`src/rtl/sample_packet_parser_if.sv`:
```
// Handshake bundle for sample_packet_parser. The master side is the word source
// and payload consumer; the slave side is the parser.
interface sample_packet_parser_if;
    logic [31:0] word_in;
    logic        word_valid;
    logic        sync_clear;
    logic [31:0] out_data;
    logic [7:0]  out_cmd;
    logic [7:0]  out_channel;
    logic        out_last;
    logic        out_valid;
    logic        out_ready;
    logic        packet_done;
    logic        err_header;
    logic        err_overflow;
    logic        err_checksum;
    logic [1:0]  state_dbg;

    // out_valid/out_ready: the head word transfers on every posedge where both are 1;
    // out_valid never depends on out_ready, and the head is held stable until taken.
    modport master (
        output word_in, word_valid, sync_clear, out_ready,
        input  out_data, out_cmd, out_channel, out_last, out_valid,
        input  packet_done, err_header, err_overflow, err_checksum, state_dbg
    );

    modport slave (
        input  word_in, word_valid, sync_clear, out_ready,
        output out_data, out_cmd, out_channel, out_last, out_valid,
        output packet_done, err_header, err_overflow, err_checksum, state_dbg
    );
endinterface

```
`src/rtl/sample_packet_parser.sv`:
```
// Parses header/payload(/trailer) packets from a non-stallable word stream into a payload FIFO.
// Define PACKET_CHECKSUM_EN to enable the XOR checksum trailer word after each payload.
module sample_packet_parser #(
    parameter int         FIFO_DEPTH = 4,
    parameter logic [7:0] MAGIC      = 8'hA5
) (
    input logic                   clk,
    input logic                   rstn,
    sample_packet_parser_if.slave bus
);
    localparam int             AW      = $clog2(FIFO_DEPTH);
    localparam int             EW      = 49;
    localparam logic [AW:0]    DEPTH_C = (AW + 1)'(FIFO_DEPTH);

`ifdef PACKET_CHECKSUM_EN
    typedef enum logic [1:0] {IDLE = 2'd0, PAYLOAD = 2'd1, TRAILER = 2'd2} state_t;
`else
    typedef enum logic [1:0] {IDLE = 2'd0, PAYLOAD = 2'd1} state_t;
`endif

    state_t        state;
    logic [7:0]    cmd_q;
    logic [7:0]    chan_q;
    logic [7:0]    remaining;
    logic [EW-1:0] mem [FIFO_DEPTH];
    logic [AW-1:0] rd_ptr;
    logic [AW-1:0] wr_ptr;
    logic [AW:0]   count;
    logic          done_q;
    logic          err_hdr_q;
    logic          err_ovf_q;
`ifdef PACKET_CHECKSUM_EN
    logic [31:0]   csum;
    logic          err_csum_q;
`endif

    logic full;
    logic pop;
    logic push_req;
    logic push;
    logic overflow;
    logic last_word;

    assign full      = (count == DEPTH_C);
    assign pop       = (count != '0) && bus.out_ready;
    assign push_req  = bus.word_valid && !bus.sync_clear && (state == PAYLOAD);
    // A pop in the same cycle frees the slot, so a full FIFO can still accept.
    assign push      = push_req && (!full || pop);
    assign overflow  = push_req && full && !pop;
    assign last_word = (remaining == 8'd1);

    always_ff @(posedge clk) begin
        if (!rstn) begin
            state     <= IDLE;
            cmd_q     <= '0;
            chan_q    <= '0;
            remaining <= '0;
            rd_ptr    <= '0;
            wr_ptr    <= '0;
            count     <= '0;
            done_q    <= 1'b0;
            err_hdr_q <= 1'b0;
            err_ovf_q <= 1'b0;
            for (int i = 0; i < FIFO_DEPTH; i++) mem[i] <= '0;
`ifdef PACKET_CHECKSUM_EN
            csum       <= '0;
            err_csum_q <= 1'b0;
`endif
        end else begin
            done_q    <= 1'b0;
            err_hdr_q <= 1'b0;
            err_ovf_q <= overflow;
`ifdef PACKET_CHECKSUM_EN
            err_csum_q <= 1'b0;
`endif
            if (push) begin
                mem[wr_ptr] <= {cmd_q, chan_q, last_word, bus.word_in};
                wr_ptr      <= wr_ptr + 1'b1;
            end
            if (pop) rd_ptr <= rd_ptr + 1'b1;
            case ({push, pop})
                2'b10:   count <= count + 1'b1;
                2'b01:   count <= count - 1'b1;
                default: ;
            endcase

            if (bus.sync_clear) begin
                state     <= IDLE;
                remaining <= '0;
`ifdef PACKET_CHECKSUM_EN
                csum      <= '0;
`endif
            end else if (bus.word_valid) begin
                case (state)
                    IDLE: begin
                        if (bus.word_in[31:24] != MAGIC) begin
                            err_hdr_q <= 1'b1;
                        end else if (bus.word_in[7:0] == 8'd0) begin
`ifdef PACKET_CHECKSUM_EN
                            state <= TRAILER;
                            csum  <= '0;
`else
                            done_q <= 1'b1;
`endif
                        end else begin
                            state     <= PAYLOAD;
                            cmd_q     <= bus.word_in[23:16];
                            chan_q    <= bus.word_in[15:8];
                            remaining <= bus.word_in[7:0];
`ifdef PACKET_CHECKSUM_EN
                            csum      <= '0;
`endif
                        end
                    end
                    PAYLOAD: begin
                        // Dropped words still count, keeping packet framing intact.
                        remaining <= remaining - 1'b1;
`ifdef PACKET_CHECKSUM_EN
                        csum <= csum ^ bus.word_in;
                        if (last_word) state <= TRAILER;
`else
                        if (last_word) begin
                            state  <= IDLE;
                            done_q <= 1'b1;
                        end
`endif
                    end
`ifdef PACKET_CHECKSUM_EN
                    TRAILER: begin
                        state      <= IDLE;
                        done_q     <= 1'b1;
                        err_csum_q <= (bus.word_in != csum);
                    end
`endif
                    default: state <= IDLE;
                endcase
            end
        end
    end

    assign {bus.out_cmd, bus.out_channel, bus.out_last, bus.out_data} = mem[rd_ptr];
    assign bus.out_valid    = (count != '0);
    assign bus.packet_done  = done_q;
    assign bus.err_header   = err_hdr_q;
    assign bus.err_overflow = err_ovf_q;
    assign bus.state_dbg    = state;
`ifdef PACKET_CHECKSUM_EN
    assign bus.err_checksum = err_csum_q;
`else
    assign bus.err_checksum = 1'b0;
`endif
endmodule

```
`src/flat_wrapper.sv`:
```
// flat-port wrapper written by rule: the top's interface ports become plain ports
module sample_packet_parser_flat 
#(
    parameter int         FIFO_DEPTH = 4,
    parameter logic [7:0] MAGIC      = 8'hA5
)
  (clk, rstn, bus_word_in, bus_word_valid, bus_sync_clear, bus_out_ready, bus_out_data, bus_out_cmd, bus_out_channel, bus_out_last, bus_out_valid, bus_packet_done, bus_err_header, bus_err_overflow, bus_err_checksum, bus_state_dbg);
  sample_packet_parser_if bus_i ();
  input logic clk;
  input logic rstn;
  input wire logic [$bits(bus_i.word_in)-1:0] bus_word_in;
  input wire logic [$bits(bus_i.word_valid)-1:0] bus_word_valid;
  input wire logic [$bits(bus_i.sync_clear)-1:0] bus_sync_clear;
  input wire logic [$bits(bus_i.out_ready)-1:0] bus_out_ready;
  output wire logic [$bits(bus_i.out_data)-1:0] bus_out_data;
  output wire logic [$bits(bus_i.out_cmd)-1:0] bus_out_cmd;
  output wire logic [$bits(bus_i.out_channel)-1:0] bus_out_channel;
  output wire logic [$bits(bus_i.out_last)-1:0] bus_out_last;
  output wire logic [$bits(bus_i.out_valid)-1:0] bus_out_valid;
  output wire logic [$bits(bus_i.packet_done)-1:0] bus_packet_done;
  output wire logic [$bits(bus_i.err_header)-1:0] bus_err_header;
  output wire logic [$bits(bus_i.err_overflow)-1:0] bus_err_overflow;
  output wire logic [$bits(bus_i.err_checksum)-1:0] bus_err_checksum;
  output wire logic [$bits(bus_i.state_dbg)-1:0] bus_state_dbg;
  assign bus_i.word_in = bus_word_in;
  assign bus_i.word_valid = bus_word_valid;
  assign bus_i.sync_clear = bus_sync_clear;
  assign bus_i.out_ready = bus_out_ready;
  assign bus_out_data = bus_i.out_data;
  assign bus_out_cmd = bus_i.out_cmd;
  assign bus_out_channel = bus_i.out_channel;
  assign bus_out_last = bus_i.out_last;
  assign bus_out_valid = bus_i.out_valid;
  assign bus_packet_done = bus_i.packet_done;
  assign bus_err_header = bus_i.err_header;
  assign bus_err_overflow = bus_i.err_overflow;
  assign bus_err_checksum = bus_i.err_checksum;
  assign bus_state_dbg = bus_i.state_dbg;
  sample_packet_parser #(.FIFO_DEPTH(FIFO_DEPTH), .MAGIC(MAGIC)) u_core (.clk(clk), .rstn(rstn), .bus(bus_i));
endmodule
```
`config.mk`:
```
export PLATFORM = sky130hd
export DESIGN_NAME = sample_packet_parser_flat
export DESIGN_NICKNAME = d
export VERILOG_FILES = /design/src/rtl/sample_packet_parser_if.sv /design/src/rtl/sample_packet_parser.sv /design/src/flat_wrapper.sv
export SDC_FILE = /design/constraint.sdc
export NUM_CORES = 1
export LEC_CHECK = 0
export ABC_AREA = 1
export ABC_CLOCK_PERIOD_IN_PS = 12150
export CAP_MARGIN = 20
export CORE_ASPECT_RATIO = 0.9
export CORE_MARGIN = 8
export CORE_UTILIZATION = 55
export DETAILED_ROUTE_END_ITERATION = 8
export PLACE_DENSITY = 0.79
export SYNTH_ARGS = -nofsm -noshare
export SYNTH_HDL_FRONTEND = slang
export SYNTH_SLANG_ARGS = --single-unit
```
`constraint.sdc`:
```
create_clock -name clk -period 12.15 [get_ports clk]
set_input_delay 1.215 -clock clk [delete_from_list [all_inputs] [get_ports clk]]
set_output_delay 1.215 -clock clk [all_outputs]
set_load 0.005 [all_outputs]
```
# ---- Word-level counts from Yosys, hierarchy flattened
# Memories as Yosys holds them, arrays and structs flattened. A register that Yosys moved wholly into a read port is not among the register bits.
# Cells that the tools add are included.
dict set report word_totals {
  reg_bits 36
  ram_bits 196
  inputBits 37
  out_inout_bits 56
  word_cells 75
  n_memories 1
}
dict set report op_classes {
  addsub 5
  eq_ne 9
  n_mux 22
  bitwise 6
  n_reduce_logical 22
}
# memory words width rd rd_clocked_by_memory_dff wr line_no
set memory_table {}
lappend memory_table {u_core.mem 4 49 1 1 4 sample_packet_parser.sv:25} ;# logic [EW-1:0] mem [FIFO_DEPTH];
# operator count
set op_table {}
lappend op_table {{$mux W49} 1}
lappend op_table {{$reduce_or A49 Y1} 1}
lappend op_table {{$mux W8} 2}
lappend op_table {{$pmux W8 S2} 1}
lappend op_table {{$mux W2} 6}
lappend op_table {{$mux W1} 9}
lappend op_table {{$eq A8 B1 Y1 const B} 1}
lappend op_table {{$logic_not A8 Y1} 1}
lappend op_table {{$ne A8 B8 Y1 const B} 1}
lappend op_table {{$reduce_and A4 Y1} 2}
lappend op_table {{$sub A8 B1 Y8 const B} 1}
lappend op_table {{$logic_and A1 B1 Y1} 6}
lappend op_table {{$not A1 Y1} 6}
lappend op_table {{$pmux W3 S2} 1}
lappend op_table {{$reduce_and A5 Y1} 1}
lappend op_table {{$add A2 B1 Y2 const B} 2}
lappend op_table {{$eq A2 B1 Y1 const B} 2}
lappend op_table {{$ne A2 B2 Y1 const B} 2}
lappend op_table {{$pmux W2 S2} 1}
lappend op_table {{$reduce_bool A2 Y1} 2}
lappend op_table {{$reduce_or A4 Y1} 1}
lappend op_table {{$add A3 B1 Y3 const B} 1}
lappend op_table {{$eq A3 B3 Y1 const B} 1}
lappend op_table {{$logic_not A1 Y1} 3}
lappend op_table {{other kinds (9)} 9}

# ---- Depth between registers and ports, before layout
# Gate-level depths: netlist of the first run.
dict set report logic_depth {
  ltp_word 9
  ltp_mapped 10
  ltp_nobuf 10
}

# ---- Worst setup path after synthesis of the first run
# Ideal clock, no wire load.
dict set report synth_path {
  path_kind {in2reg}
  start {input bus_out_ready}
  end {memory u_core.mem[3][0], enable pin}
  setup_time_ns 0.529
  arrival_ns 5.237
  required_time_ns 11.621
  slack_ns 6.384
  cell_stages 4
  path_buffers 0
  cell_sequence {inv_1 nand3_1 nand3_1 o31ai_1}
}
# item line_no
set synth_lines {}
lappend synth_lines {{start, declared} flat_wrapper.sv:14} ;# input wire logic [$bits(bus_i.out_ready)-1:0] bus_out_ready;
lappend synth_lines {{end, declared} sample_packet_parser.sv:25}

==> results of run 1 <==
[stage by stage]
| stage | cell area, sq um | hold slack (ns) |
|---|---|---|
| after floorplan | 10320 | 0.4356 |
| after global placement | 11360 | 0.4480 |
| after detailed placement | 11360 | 0.4653 |
| after CTS | 12090 | 0.4735 |
| after global routing | 12090 | 0.5119 |
| final | 12090 | 0.4698 |
[worst paths after layout]
kind	endpoint
min reg2reg	u_core.rd_ptr[1]
max	u_core.mem[0][24]
min	u_core.rd_ptr[1]
max reg2reg	u_core.mem[0][24]
[kinds of logic (layout without fill, tap and decap cells)]
family | after synthesis | after routing | share of synthesized area, %
flops | 233 | 233 | 64.23
simple gates | 474 | 474 | 18.82
fa+ha+maj | 4 | 4 | 0.5579
other cells | 1 | 2 | 0.03635
buf+inv | 185 | 265 | 7.264
compound gates | 174 | 174 | 9.095
[area by class of cell]
class / count / area, sq um / share of cell area [%]
Multi-Input combinational cell: 654 / 2984 / 24.68
Sequential cell: 233 / 6628 / 54.82
Timing Repair Buffer: 101 / 983.4 / 8.135
Clock inverter: 9 / 96.34 / 0.7969
Clock buffer: 33 / 633.1 / 5.237
Tap cell: 245 / 306.5 / 2.536
Inverter: 122 / 457.9 / 3.788
[cells in the mapped netlist (all sizes together)]
library cell	number
a21boi	1
a21oi	8
a31oi	1
and3	1
buf	18
clkbuf	45
clkinv	1
conb	1
dfxtp	37
edfxtp	196
fa	1
ha	3
inv	121
nand2	87
nand3	14
nand4	3
nor2	363
nor3	6
o21ai	114
o22ai	49
o31ai	1
[metal layers]
metal	share of wire, %	wire length (um)	vias up
met5	0	0	-
met4	2.7	681	0
met1	40	10050	3651
met2	49	12480	367
met3	8.4	2131	49
li1	-	-	3641
[flip-flops by register name, indices dropped and copies added (netlist names), named ones only]
signal,count
u_core.remaining,8
u_core.bus.err_overflow,1
u_core.chan_q,8
u_core.cmd_q,8
u_core.count,3
u_core.rd_ptr,2
u_core.wr_ptr,2
u_core.mem,196
u_core.bus.packet_done,1
u_core.bus.err_header,1
u_core.bus.state_dbg,1
[power by group through the flow]
| stage | clock (mW) | combinational [mW] | sequential, mW |
|---|---|---|---|
| final | 0.699 | 0.0662 | 0.892 |
| after global routing | 0.731 | 0.0709 | 0.893 |
| after CTS | 0.700 | 0.0671 | 0.891 |
| after detailed placement | 0 | 0.0667 | 0.908 |
| after global placement | 0 | 0.0659 | 0.908 |
| after floorplan | 0 | 0.0256 | 0.909 |
[worst min-delay path, stage by stage, from the launching register on]
cell and delay, ns:
dfxtp_1 0.30, inv_1 0.06, a21oi_1 0.07
==> metrics.md, run 1 <==
| Metric | Value |
|---|---|
| Status | `complete, no violations` |
| Top Ports | `between 90 and 100` |
| Relative slew margins | `between 20 and 30%` |
| Fillers | `1369` |
| Buffers added on ports | `90` |
| Final core occ | `about two thirds` |
| DR DRC count | `0` |
| Post-synthesis cell count | `about 1100` |
| Fin worst setup slack | `approximately 7.5 ns` |
| Slowest stage cell, crit path | `buf_4` |
| Fin nets | `1176` |
| DRT antenna net count | `0` |
| R2r setup slk | `about 8.6 ns` |
| Worst Reg-to-Reg Cells | `8` |
| Grt ovf | `0` |
| Width of the chip | `160.4 um` |
| Final GP Congestion | `between 0.8 and 0.9` |
| Tmin final | `between 4 and 5 ns` |
| WL final | `25350 um` |
| Synth-to-Final Area Change | `17.17%` |
| Hold Path Cell Cnt | `2` |
| IR drop worst, VDD | `around 0.00012 V` |
| FMAX | `212.8 MHz` |
| Comb power frac | `~4.0%` |
| Power per Cell Area | `137.0 mW/mm^2` |
| Largest net degree at the start of global routing | `98` |
| Most frequent CP cell | `buf_4` |
| Psw | `0.3386 mW` |
| Critical path arrival | `around 4.8 ns` |
| Register share of total power | `a little over half` |
| Reg clk slew, reported paths | `0.06 ns` |
| Buf/Inv on CP | `6` |
| CTS H-tree lvls | `1` |
| Clock Latency Late Sink | `about 0.51 ns` |
| Clock tree buffer depth | `3` |
| Most frequent cells in the layout | `317 x nor2_1, 196 x edfxtp_1, 115 x inv_1, 112 x o21ai_0, 90 x clkdlybuf4s50_1` |
| CTS tree | `built` |
| Post-route setup TNS | `0 ns` |
| Pleak | `roughly 4.5 nW` |
| Full die area | `~0.023 sq mm` |
| Met2 usage | `between 30% and 40%` |
| CTS Buf Count | `23` |
| Met3 Track Usage GR | `about 3.8%` |
| Ratio of cells with drive above 1 in the final layout | `between 8 and 9%` |
| Antenna cells | `0` |
| GR peak layer | `met2` |
| Post_cts resized | `0` |
| Antenna violations before repair | `0` |
| Vias per cell | `5.518` |
| Max-cap check violation count | `0` |
| DR WL/cell | `between 15 and 20 um` |
| Ys Warns | `0` |
| Overall power | `approximately 1.7 mW` |
| M1 GR Usage | `a little over a quarter` |
| Fin Clk Skew | `~0.010 ns` |
| Final Non-Filler Cells | `between 1000 and 1500` |
| Register bit count reported by yosys | `about 230` |
| Final slew viol count | `0` |
| CTS root buf | `clkbuf_16` |
| Post-Syn Area | `around 0.010 sq mm` |
| Final Setup Violations | `0` |
| Cell family with most CP delay | `buffers and inverters` |
| Tot GR Track Use | `20.82%` |
| Slew @ Worst Pin | `1.053 ns` |
| CP max FO | `53` |
| Crit Reg-Reg Startpoint | `u_core.bus.state_dbg[0]` |
| Internal power | `1.318 mW` |
| Dpl hpwl | `~15000 um` |
| Levels on crit path | `12` |
| Worst Setup SP | `rstn` |
| Setup repair after global routing missed its margin | `no` |
| Fin crit share | `between 30% and 40%` |
| Core outline area | `approximately 0.018 sq mm` |
| First-pass GRT wire length | `between 30000 and 40000 um` |
| Initial DRC count | `784` |
| Hold Vio Cnt, Final | `0` |
| Post-synth top area share | `between 50% and 60%` |
| Clock tree sinks | `233` |
| CTS Hold Bufs | `0` |
| Drt first pass iters | `5` |
| Clock share of power | `between 40% and 50%` |
| Startpoint class of the critical path | `input pin` |
| Seq/Total Area, Yosys | `64.23%` |
| Worst Path Required | `roughly 12 ns` |
| Synth area leader | `edfxtp_1` |
| Worst hold start | `u_core.rd_ptr[1]` |
| Synth area leaders | `edfxtp_1 57%, nor2_1 12%, dfxtp_1 7.2%` |
| Syn_area_per_cell | `~9.6 sq um` |
| Vias in the first global route | `between 7000 and 8000` |
| Post CTS Setup Buffer Count | `0` |
| Placed instance count | `~1400` |
| CP cell instances | `clkdlybuf4s50_1, buf_4, inv_2, nor2_2, nand2_1, nor2_2, nand2_4, inv_2, nand3_2, buf_4, nand2_2, buf_4` |
| Slowest stage delay, CP | `0.55 ns` |
| Critical path class | `input pin to flip-flop` |
| CP endpoint kind | `flip-flop` |
| Vias | `7708` |
| Hold Crit Class | `flip-flop to flip-flop` |
| Most common cell after layout, fill and taps aside | `nor2_1` |
| Initial Util | `~56%` |
| Switching Fraction | `between 20% and 30%` |
| Distinct cells, synth | `27` |
| Num rows | `47` |
| Place WS | `6.990 ns` |
| Die span in y | `about 150 um` |
No activity file was read; power rests on OpenSTA's default activity.
==> inputs of run 2 (changes only) <==
Settings changed: ABC_CLOCK_PERIOD_IN_PS 12150 to 4350.
Clock period 12.15 ns to 4.35 ns, I/O delays scaled along.
==> run 2 against run 1 <==
Via count about the same. Sequential power increased to 2.8 times the previous value. Power increased to 2.8 times the previous value. Die area unchanged. Combinational power increased to 2.8 times the previous value. Wire length decreased by 1.8%. Cell count increased by 0.57%. Clock-buffer cell count unchanged. Non-clock buffer count increased by 6. First-iteration DRC count decreased by 21%. Hold slack got worse by 0.00091 ns. Largest cell class unchanged.
==> metrics.md, run 2 (synthesis results as in run 1) <==
| Metric | Value |
|---|---|
| Critical path arrival | `2.84 ns (was 4.84 ns)` |
| Worst hold start | `u_core.rd_ptr[1] (unchanged)` |
| Tot GR Track Use | `21.02% (was 20.82%)` |
| Slew @ Worst Pin | `0.9593 ns (was 1.053 ns)` |
| Ratio of cells with drive above 1 in the final layout | `10.09% (was 8.941%)` |
| CP cell instances | `buf_4, o21ai_0, o22ai_1, clkdlybuf4s50_1 (was clkdlybuf4s50_1, buf_4, inv_2, nor2_2, nand2_1, nor2_2, nand2_4, inv_2, nand3_2, buf_4, nand2_2, buf_4)` |
| Vias | `7702 (was 7708)` |
| Final GP Congestion | `0.8226 (was 0.8247)` |
| WL final | `24890 um (was 25350 um)` |
| Relative slew margins | `36.05% (was 29.64%)` |
| Hold Crit Class | `flip-flop to flip-flop (unchanged)` |
| Pleak | `4.595 nW (was 4.530 nW)` |
| Dpl hpwl | `14450 um (was 14830 um)` |
| Hold Vio Cnt, Final | `0 (unchanged)` |
| Largest net degree at the start of global routing | `53 (was 98)` |
| Width of the chip | `160.4 um (unchanged)` |
| DR DRC count | `0 (unchanged)` |
| CTS Buf Count | `24 (was 23)` |
| Most common cell after layout, fill and taps aside | `nor2_1 (unchanged)` |
| Power per Cell Area | `379.6 mW/mm^2 (was 137.0 mW/mm^2)` |
| Critical path class | `flip-flop to output port (was input pin to flip-flop)` |
| Tmin final | `between 3 and 4 ns` |
| Vias in the first global route | `7560 (was 7570)` |
| Drt first pass iters | `5 (unchanged)` |
| Vias per cell | `5.482 (was 5.518)` |
| Capturing point of the worst reg2reg path | `u_core.mem[1][12] (was u_core.mem[0][24])` |
| Num rows | `47 (unchanged)` |
| Worst Path Required | `3.91 ns (was 12.30 ns)` |
| Clock Latency Late Sink | `0.51 ns (about the same)` |
| Max-cap check violation count | `0 (unchanged)` |
| Fillers | `1385 (was 1369)` |
| Final Setup Violations | `0 (unchanged)` |
| Top Ports | `93 (unchanged)` |
| Reg clk slew, reported paths | `0.06 ns (about the same)` |
| DRT antenna net count | `0 (unchanged)` |
| Setup repair after global routing missed its margin | `no (unchanged)` |
| Full die area | `0.02340 sq mm (unchanged)` |
| Clock tree sinks | `233 (unchanged)` |
| Post_cts resized | `0 (unchanged)` |
| Initial DRC count | `621 (was 784)` |
| Fin crit share | `between 70 and 80%` |
| Antenna cells | `0 (unchanged)` |
| Final Non-Filler Cells | `1405 (was 1397)` |
| Slowest stage cell, crit path | `dfxtp_2 (was buf_4)` |
| Clock tree buffer depth | `3 (unchanged)` |
| Hold Slack | `0.4688 ns (was 0.4698 ns)` |
| Largest register FFs | `196 (unchanged)` |
| Antenna violations before repair | `0 (unchanged)` |
| CTS Hold Bufs | `0 (unchanged)` |
| First-pass GRT wire length | `39430 um (was 39320 um)` |
| Synth-to-Final Area Change | `18.28% (was 17.17%)` |
| Fin Clk Skew | `0.005618 ns (was 0.01027 ns)` |
| Final slew viol count | `0 (unchanged)` |
| Post CTS Setup Buffer Count | `0 (unchanged)` |
| Placed instance count | `1360 (was 1355)` |
| Buffers added on ports | `90 (unchanged)` |
| IR drop worst, VDD | `0.0002771 V (was 0.0001165 V)` |
| CTS tree | `built (unchanged)` |
| Fin nets | `1183 (was 1176)` |
| FMAX | `about 310 MHz` |
| Largest Register | `u_core.mem (unchanged)` |
| Crit Reg-Reg Startpoint | `u_core.bus.state_dbg[0] (unchanged)` |
| Grt ovf | `0 (unchanged)` |
| Startpoint class of the critical path | `flip-flop (was input pin)` |
| Die span in y | `145.9 um (unchanged)` |
| Status | `complete, no violations (unchanged)` |
| Cell family with most CP delay | `buffers and inverters (unchanged)` |
| CTS root buf | `clkbuf_16 (unchanged)` |
| CP max FO | `44 (was 53)` |
| R2r setup slk | `1.69 ns (was 8.56 ns)` |
| CP endpoint kind | `output port (was flip-flop)` |
| Slowest stage delay, CP | `0.70 ns (was 0.55 ns)` |
| DR WL/cell | `17.71 um (was 18.15 um)` |
| CTS H-tree lvls | `1 (unchanged)` |
| Worst Reg-to-Reg Cells | `3 (was 8)` |
| Buf/Inv on CP | `2 (was 6)` |
| Initial Util | `56.05% (unchanged)` |
| Most frequent cells in the layout | `317 x nor2_1, 196 x edfxtp_1, 116 x inv_1, 112 x o21ai_0, 90 x clkdlybuf4s50_1 (was 317 x nor2_1, 196 x edfxtp_1, 115 x inv_1, 112 x o21ai_0, 90 x clkdlybuf4s50_1)` |
| Hold Path Cell Cnt | `2 (unchanged)` |
| Core outline area | `0.01841 sq mm (unchanged)` |
run 2: worst min-delay path, stage by stage (launching register included):
cell     delay (ns)
dfxtp_1        0.30
inv_1          0.06
a21oi_1        0.07
run 2: routing by layer:
layer / wire length (um) / global-route usage (%) / vias to the layer above
met5: 0 / 0 / -
met4: 835 / 9.384 / 0
met3: 1945 / 4.016 / 54
met2: 11990 / 34.86 / 332
met1: 10110 / 26.39 / 3657
li1: - / - / 3659
run 2: through the flow:
stage | total power, mW | worst slack (ns) | instance area (sq um) | utilization [%] | TNS, ns
2_1_floorplan | 2.611 | -0.4661 | 10330 | - | -45.68
3_3_place_gp | 2.722 | 1.201 | 11410 | 61.99 | 0
3_5_place_dp | 2.725 | 1.201 | 11410 | 61.99 | 0
4_1_cts | 4.646 | 1.077 | 12180 | 66.15 | 0
5_1_grt | 4.746 | 0.9406 | 12200 | 66.30 | 0
6_report | 4.632 | 1.073 | 12200 | 66.30 | 0
run 2: worst max-delay path by stage:
| stage | end | cells after the start | from |
|---|---|---|---|
| floorplan | u_core.mem[1][0] | 4 | bus_out_ready |
| global placement | u_core.mem[1][12] | 6 | bus_word_valid |
| detailed placement | u_core.mem[1][12] | 6 | bus_word_valid |
| CTS | bus_out_channel[7] | 4 | flip-flop |
| global route | bus_out_cmd[6] | 4 | flip-flop |
| finish | bus_out_cmd[6] | 4 | flip-flop |
run 2: cell type report:
type / count / area [sq um] / area share, %
Clock buffer: 33 / 705.7 / 5.783
Clock inverter: 11 / 60.06 / 0.4922
Inverter: 122 / 457.9 / 3.753
Multi-Input combinational cell: 654 / 2984 / 24.45
Sequential cell: 233 / 6628 / 54.31
Tap cell: 245 / 306.5 / 2.512
Timing Repair Buffer: 107 / 1061 / 8.695
run 2: report_power, final:
group | total [mW] | switching (mW) | internal [mW]
combinational | 0.188 | 0.110 | 0.0779
sequential | 2.49 | 0.0160 | 2.47
clock | 1.95 | 0.820 | 1.13
